### src/rtl/regfile_pkg.sv
// Shared constants and FSM encoding for the multi-port register file.
// Latency: n/a (types and constants only).
// Backpressure: n/a.
package regfile_pkg;

    localparam int DATA_W_DEF = 32;
    localparam int ADDR_W_DEF = 5;
    localparam int NUM_RD_DEF = 2;
    localparam int NUM_WR_DEF = 2;

    localparam logic [DATA_W_DEF-1:0] ZERO_WORD = '0;

    // Clear sequencer owns the array in CLEAR; external ports own it in READY.
    typedef enum logic {
        CLEAR = 1'b0,
        READY = 1'b1
    } state_t;

endpackage

### src/rtl/regfile_rd_port.sv
// One read port: forces zero, forwards same-cycle writes, or returns the array word.
// Latency: purely combinational, zero cycles.
// Backpressure: none; a read is always served in the cycle it is presented.
module regfile_rd_port
    import regfile_pkg::*;
#(
    parameter int DATA_W = DATA_W_DEF,
    parameter int ADDR_W = ADDR_W_DEF,
    parameter int NUM_WR = NUM_WR_DEF
) (
    input  logic                     rst,
    input  logic                     busy,
    input  logic                     re,
    input  logic [ADDR_W-1:0]        raddr,
    input  logic [NUM_WR-1:0]        wr_vld,
    input  logic [NUM_WR*ADDR_W-1:0] waddr,
    input  logic [NUM_WR*DATA_W-1:0] wdata,
    input  logic [DATA_W-1:0]        arr_dat,
    output logic [DATA_W-1:0]        rdata
);

    // Array word, overridden by the highest-indexed matching write, overridden by the zero cases.
    always_comb begin
        rdata = arr_dat;
        for (int i = 0; i < NUM_WR; i++) begin
            if (wr_vld[i] && (waddr[i*ADDR_W +: ADDR_W] == raddr)) begin
                rdata = wdata[i*DATA_W +: DATA_W];
            end
        end
        if (rst || busy || !re || (raddr == '0)) begin
            rdata = DATA_W'(ZERO_WORD);
        end
    end

endmodule

### src/rtl/regfile_mp.sv
// Multi-port register file with hardware clear after reset and write-to-read bypass.
// Latency: writes land at the next rising edge; reads are combinational with bypass.
// Backpressure: none; while init_busy is high writes are dropped and reads return zero.
module regfile_mp
    import regfile_pkg::*;
#(
    parameter int DATA_W = DATA_W_DEF,
    parameter int ADDR_W = ADDR_W_DEF,
    parameter int NUM_RD = NUM_RD_DEF,
    parameter int NUM_WR = NUM_WR_DEF
) (
    input  logic                     clk,
    input  logic                     rst,
    input  logic [NUM_WR-1:0]        we,
    input  logic [NUM_WR*ADDR_W-1:0] waddr,
    input  logic [NUM_WR*DATA_W-1:0] wdata,
    input  logic [NUM_RD-1:0]        re,
    input  logic [NUM_RD*ADDR_W-1:0] raddr,
    output logic [NUM_RD*DATA_W-1:0] rdata,
    output logic                     init_busy
);

    localparam int DEPTH = 1 << ADDR_W;
    localparam logic [ADDR_W-1:0] LAST_ADDR = ADDR_W'(DEPTH - 1);

    state_t              state;
    logic [ADDR_W-1:0]   clr_addr;
    logic [NUM_WR-1:0]   wr_vld;
    logic [DATA_W-1:0]   regs   [DEPTH];
    logic [DATA_W-1:0]   arr_rd [NUM_RD];

    // Clear sequencer: walks addresses 1..DEPTH-1 once, then hands the array over.
    always_ff @(posedge clk) begin
        if (rst) begin
            state     <= CLEAR;
            clr_addr  <= ADDR_W'(1);
            init_busy <= 1'b1;
        end else begin
            case (state)
                CLEAR: begin
                    if (clr_addr == LAST_ADDR) begin
                        state     <= READY;
                        init_busy <= 1'b0;
                    end else begin
                        clr_addr  <= clr_addr + ADDR_W'(1);
                    end
                end
                READY: begin
                    init_busy <= 1'b0;
                end
                default: begin
                    state     <= CLEAR;
                    clr_addr  <= ADDR_W'(1);
                    init_busy <= 1'b1;
                end
            endcase
        end
    end

    // A write port is live only in READY, outside reset, and never to address 0.
    always_comb begin
        wr_vld = '0;
        for (int i = 0; i < NUM_WR; i++) begin
            wr_vld[i] = we[i] && !rst && !init_busy && (waddr[i*ADDR_W +: ADDR_W] != '0);
        end
    end

    // Array update: sequencer zeroes in CLEAR, otherwise ascending port loop so the highest index wins.
    always_ff @(posedge clk) begin
        if (!rst && (state == CLEAR)) begin
            regs[clr_addr] <= '0;
        end else begin
            for (int i = 0; i < NUM_WR; i++) begin
                if (wr_vld[i]) begin
                    regs[waddr[i*ADDR_W +: ADDR_W]] <= wdata[i*DATA_W +: DATA_W];
                end
            end
        end
    end

    genvar j;
    generate
        for (j = 0; j < NUM_RD; j++) begin : g_rd
            assign arr_rd[j] = regs[raddr[j*ADDR_W +: ADDR_W]];

            regfile_rd_port #(
                .DATA_W (DATA_W),
                .ADDR_W (ADDR_W),
                .NUM_WR (NUM_WR)
            ) u_rd_port (
                .rst     (rst),
                .busy    (init_busy),
                .re      (re[j]),
                .raddr   (raddr[j*ADDR_W +: ADDR_W]),
                .wr_vld  (wr_vld),
                .waddr   (waddr),
                .wdata   (wdata),
                .arr_dat (arr_rd[j]),
                .rdata   (rdata[j*DATA_W +: DATA_W])
            );
        end
    endgenerate

endmodule

### config.mk
export PLATFORM = sky130hd
export DESIGN_NAME = regfile_mp
export DESIGN_NICKNAME = d
export VERILOG_FILES = /design/src/rtl/regfile_pkg.sv /design/src/rtl/regfile_rd_port.sv /design/src/rtl/regfile_mp.sv
export SDC_FILE = /design/constraint.sdc
export NUM_CORES = 2
export LEC_CHECK = 0
export BUFFER_PORTS_ARGS = -buffer_cell sky130_fd_sc_hd__buf_2
export CELL_PAD_IN_SITES_DETAIL_PLACEMENT = 1
export CELL_PAD_IN_SITES_GLOBAL_PLACEMENT = 2
export CORE_MARGIN = 2
export CORE_UTILIZATION = 48
export CTS_CLUSTER_SIZE = 30
export DETAILED_ROUTE_END_ITERATION = 10
export PLACE_DENSITY_LB_ADDON = 0.08
export SKIP_CTS_REPAIR_TIMING = 1
export SLEW_MARGIN = 10
export SYNTH_ARGS = -nofsm -noshare
export SYNTH_HDL_FRONTEND = slang
export SYNTH_HIERARCHICAL = 1
export SYNTH_SLANG_ARGS = --single-unit
### constraint.sdc
create_clock -name clk -period 9.5 [get_ports clk]
set_clock_uncertainty 0.15 [all_clocks]
set_input_delay 2.375 -clock clk [delete_from_list [all_inputs] [get_ports clk]]
set_output_delay 2.375 -clock clk [all_outputs]
set_load 0.01 [all_outputs]
==> results.sh <==
export IMPL_hold_viol_final=0
export IMPL_ys_async_sr_fraction_pct=0
export IMPL_maxSlewViolCount=0
export IMPL_setup_viol_count_final=0
export IMPL_fin_cells=6547
export IMPL_tightest_slew_ns=1.31
export IMPL_synth_area_mux_share_pct=19.5
export IMPL_globalplace_congestion=0.837
export IMPL_die_w_um=355
export IMPL_hpwlAfterDp_mm=146
export IMPL_cellLeakagePower_nw=19.2
export IMPL_hold_depth=2
export IMPL_r2r_cells=6
export IMPL_rows=128
export IMPL_grt_pass1_vias=48600
export IMPL_worstSkewPairLatency_ns=0.74
export IMPL_yosysTopAreaCell="edfxtp_1"
export IMPL_cts_tree="done"
export IMPL_placed_cells=6333
export IMPL_cts_buffer_depth=3
export IMPL_synth_area_per_cell_um2=11.8
export IMPL_rr_startpoint="state"
export IMPL_start_kind="input pin"
export IMPL_met3_usage_pct=9.45
export IMPL_yosys_area_share_simple_pct=9.16
export IMPL_grt_max_degree=66
export IMPL_tns_ns=0
export IMPL_synth_nets=5126
export IMPL_seq_area_frac_synth_pct=52.1
export IMPL_ys_ff_latch=1031
export IMPL_grt_overflow_total=0
export IMPL_antenna_found_initial=8
export IMPL_synth_edff_count=1024
export IMPL_yosysWarnings=6
export IMPL_critPathCaptureType="primary output"
export IMPL_num_nets_final=4920
export IMPL_hp_start="clr_addr[1]"
export IMPL_dr_total_vias=47800
export IMPL_grtUsageMet2_pct=64.4
export IMPL_drive_gt1_share_pct=22.3
export IMPL_worstSetupPathType="input pin to primary output"
export IMPL_drtIter0Drc=6960
export IMPL_synth_top_area_share_pct=51.9
export IMPL_ant_nets=0
export IMPL_track_usage_pct=40.7
export IMPL_multiInputGateArea_um2=26000
export IMPL_core_um2=122000
export IMPL_hold_end="clr_addr[1]"
export IMPL_crit_fanout=17
export IMPL_fillers=12300
export IMPL_synth_compound_area_share_pct=13.8
export IMPL_port_buffers=154
export IMPL_synth_top_family_by_area="multiplexers"
export IMPL_critPathRequiredTime_ns=6.98
export IMPL_clk_pin_slew_ns=0.06
export IMPL_fin_ws_ns=1.06
export IMPL_die_h_um=355
export IMPL_slew_headroom_pct=12.3
export IMPL_maxCapViolCount=0
export IMPL_htree_levels=3
export IMPL_grt_use_met1_pct=51.0
export IMPL_rsz0062_at_grt="false"
export IMPL_p_per_area_nw_per_um2=159
export IMPL_numClockSinks=1031
export IMPL_synthAdderAreaFrac_pct=0.0422
export IMPL_yosys_area_share_xor_xnor_pct=0.340
export IMPL_regArea_um2=30900
export IMPL_viasPerCell=7.31
export IMPL_finalCritPeriodShare_pct=88.9
export IMPL_cts_root_buf="clkbuf_16"
export IMPL_io_pin_count=155
export IMPL_ys_top_cells_by_area="edfxtp_1, mux4_2, o21ai_0"
export IMPL_peakVddDrop_mv=0.147
export IMPL_syn_inst=5034
export IMPL_busiest_layer="met2"
export IMPL_drc=0
export IMPL_area_growth_pct=9.75
export IMPL_grt_pass1_wl_mm=361
export IMPL_ys_types=49
export IMPL_synth_main_ff_cell="edfxtp_1"
export IMPL_die_area_um2=126000
export IMPL_max_clock_freq_mhz=118
export IMPL_min_period_ns=8.44
export IMPL_pre_cts_ws_ns=1.29
export IMPL_wire_per_inst_um=39.4
export IMPL_synth_area_um2=59300
export IMPL_status="finished, final reports clean"
export IMPL_worstPathArrival_ns=5.92
export IMPL_numCtsBuffers=118
export IMPL_r2r_end="regs[17][14]"
export IMPL_rrSetupSlack_ns=5.02
export IMPL_start_util_pct=48.5
export IMPL_hp_class="flop to flop"
export IMPL_drt_total_wl_mm=258
export IMPL_firstDrtPassIters=6
## state kept, by name, indices dropped and copies added (netlist names)
register,cells
clr_addr,5
regs,1024
state,1
init_busy,1
## power by group
part | switching [mW] | total, mW | leakage (nW) | internal (mW)
clock | 1.96 | 4.49 | 1.79 | 2.54
combinational | 0.556 | 0.852 | 8.85 | 0.296
sequential | 0.0222 | 5.00 | 8.52 | 4.98
total | 2.53 | 10.3 | 19.2 | 7.81
## metal layers
layer,part of all wire [%],routed length [um]
met1,35,90400
met2,46,119000
met3,11,29500
met4,7.2,18600
met5,0.025,65
## cell families (layout without fill, tap and decap cells)
logic type               count (synthesis)  count (layout)
multiplexers                           514             514
buffers and inverters                  690             577
XOR/XNOR                                23              23
AND/OR/NAND/NOR                       1277            1277
adder cells (fa/ha/maj)                  2               2
other                                    0               1
flip-flops                            1031            1031
AO/OA/AOI/OAI                         1497            1497
## cell usage after synthesis (3+ instances only)
cell type	n
o22ai_1	258
a21oi_1	6
o31ai_1	65
clkbuf_1	375
or3b_2	4
or2_1	4
nand4b_1	4
nand4_1	70
buf_2	207
inv_1	33
buf_6	7
dfxtp_1	7
nand2_1	1044
nor3_2	6
nand4bb_1	3
a31oi_1	66
o21bai_1	31
nor3_1	15
or3_1	4
edfxtp_1	1024
nor4_1	75
buf_4	32
nor4_2	4
buf_1	36
nand2b_1	7
o21ai_1	53
o21ai_0	1010
xnor2_1	21
nand3_1	3
nor2_1	17
nand3b_1	7
mux4_2	512
## metrics by stage
stage	hold WS, ns	cell area, um^2	utilization (%)	power, mW
6_report	0.393	65100	53.3	10.3
5_1_grt	0.448	65100	53.3	10.5
4_1_cts	0.388	65100	53.3	10.3
3_5_place_dp	0.376	61400	50.3	5.93
3_3_place_gp	0.379	61400	50.3	5.92
2_1_floorplan	0.342	59300	-	5.58
## placed cells by master, fill, tap and decap left out, types with 4 or more instances in the layout
cell	n
clkbuf_16	120
buf_12	17
o22ai_1	258
nor4_4	5
nand2b_1	7
bufinv_16	9
buf_4	160
a21oi_1	5
o21ai_1	53
buf_8	4
clkinv_1	24
inv_1	33
nor3_4	5
nor3_2	14
a31oi_1	65
buf_2	150
nand2_2	6
xnor2_1	19
nand4b_1	4
o21bai_4	31
nor2_1	16
clkinv_2	24
nor4_1	63
dfxtp_1	7
clkbuf_1	30
mux4_2	512
or3b_2	4
edfxtp_1	1024
o21ai_0	1010
nor4_2	12
nand4_1	70
nand3b_1	7
nand2_1	1038
o31ai_1	65
## worst max path at each step
stage               startpoint         to  slack [ns]
floorplan             raddr[0]  rdata[23]        3.01
global placement      waddr[6]  rdata[41]        1.32
detailed placement    waddr[6]  rdata[41]        1.29
CTS                   waddr[6]  rdata[41]        1.30
global route          waddr[6]  rdata[41]        1.14
finish                waddr[6]  rdata[41]        1.06
## critical path, stage by stage
cell     delay (ns)
buf_2          0.18
nor3_2         0.71
a21oi_1        0.29
nand2_2        0.57
or2_2          0.63
buf_4          0.47
a31oi_1        0.38
buf_2          0.26
## cell type report
cell class	instances	area share, %
Antenna cell	1	0.00385
Inverter	33	0.190
Tap cell	1625	3.12
Multi-Input combinational cell	3313	40.0
Timing Repair Buffer	331	3.61
Sequential cell	1031	47.5
Clock inverter	63	0.827
Clock buffer	150	4.79
No activity file was read; power rests on OpenSTA's default activity.
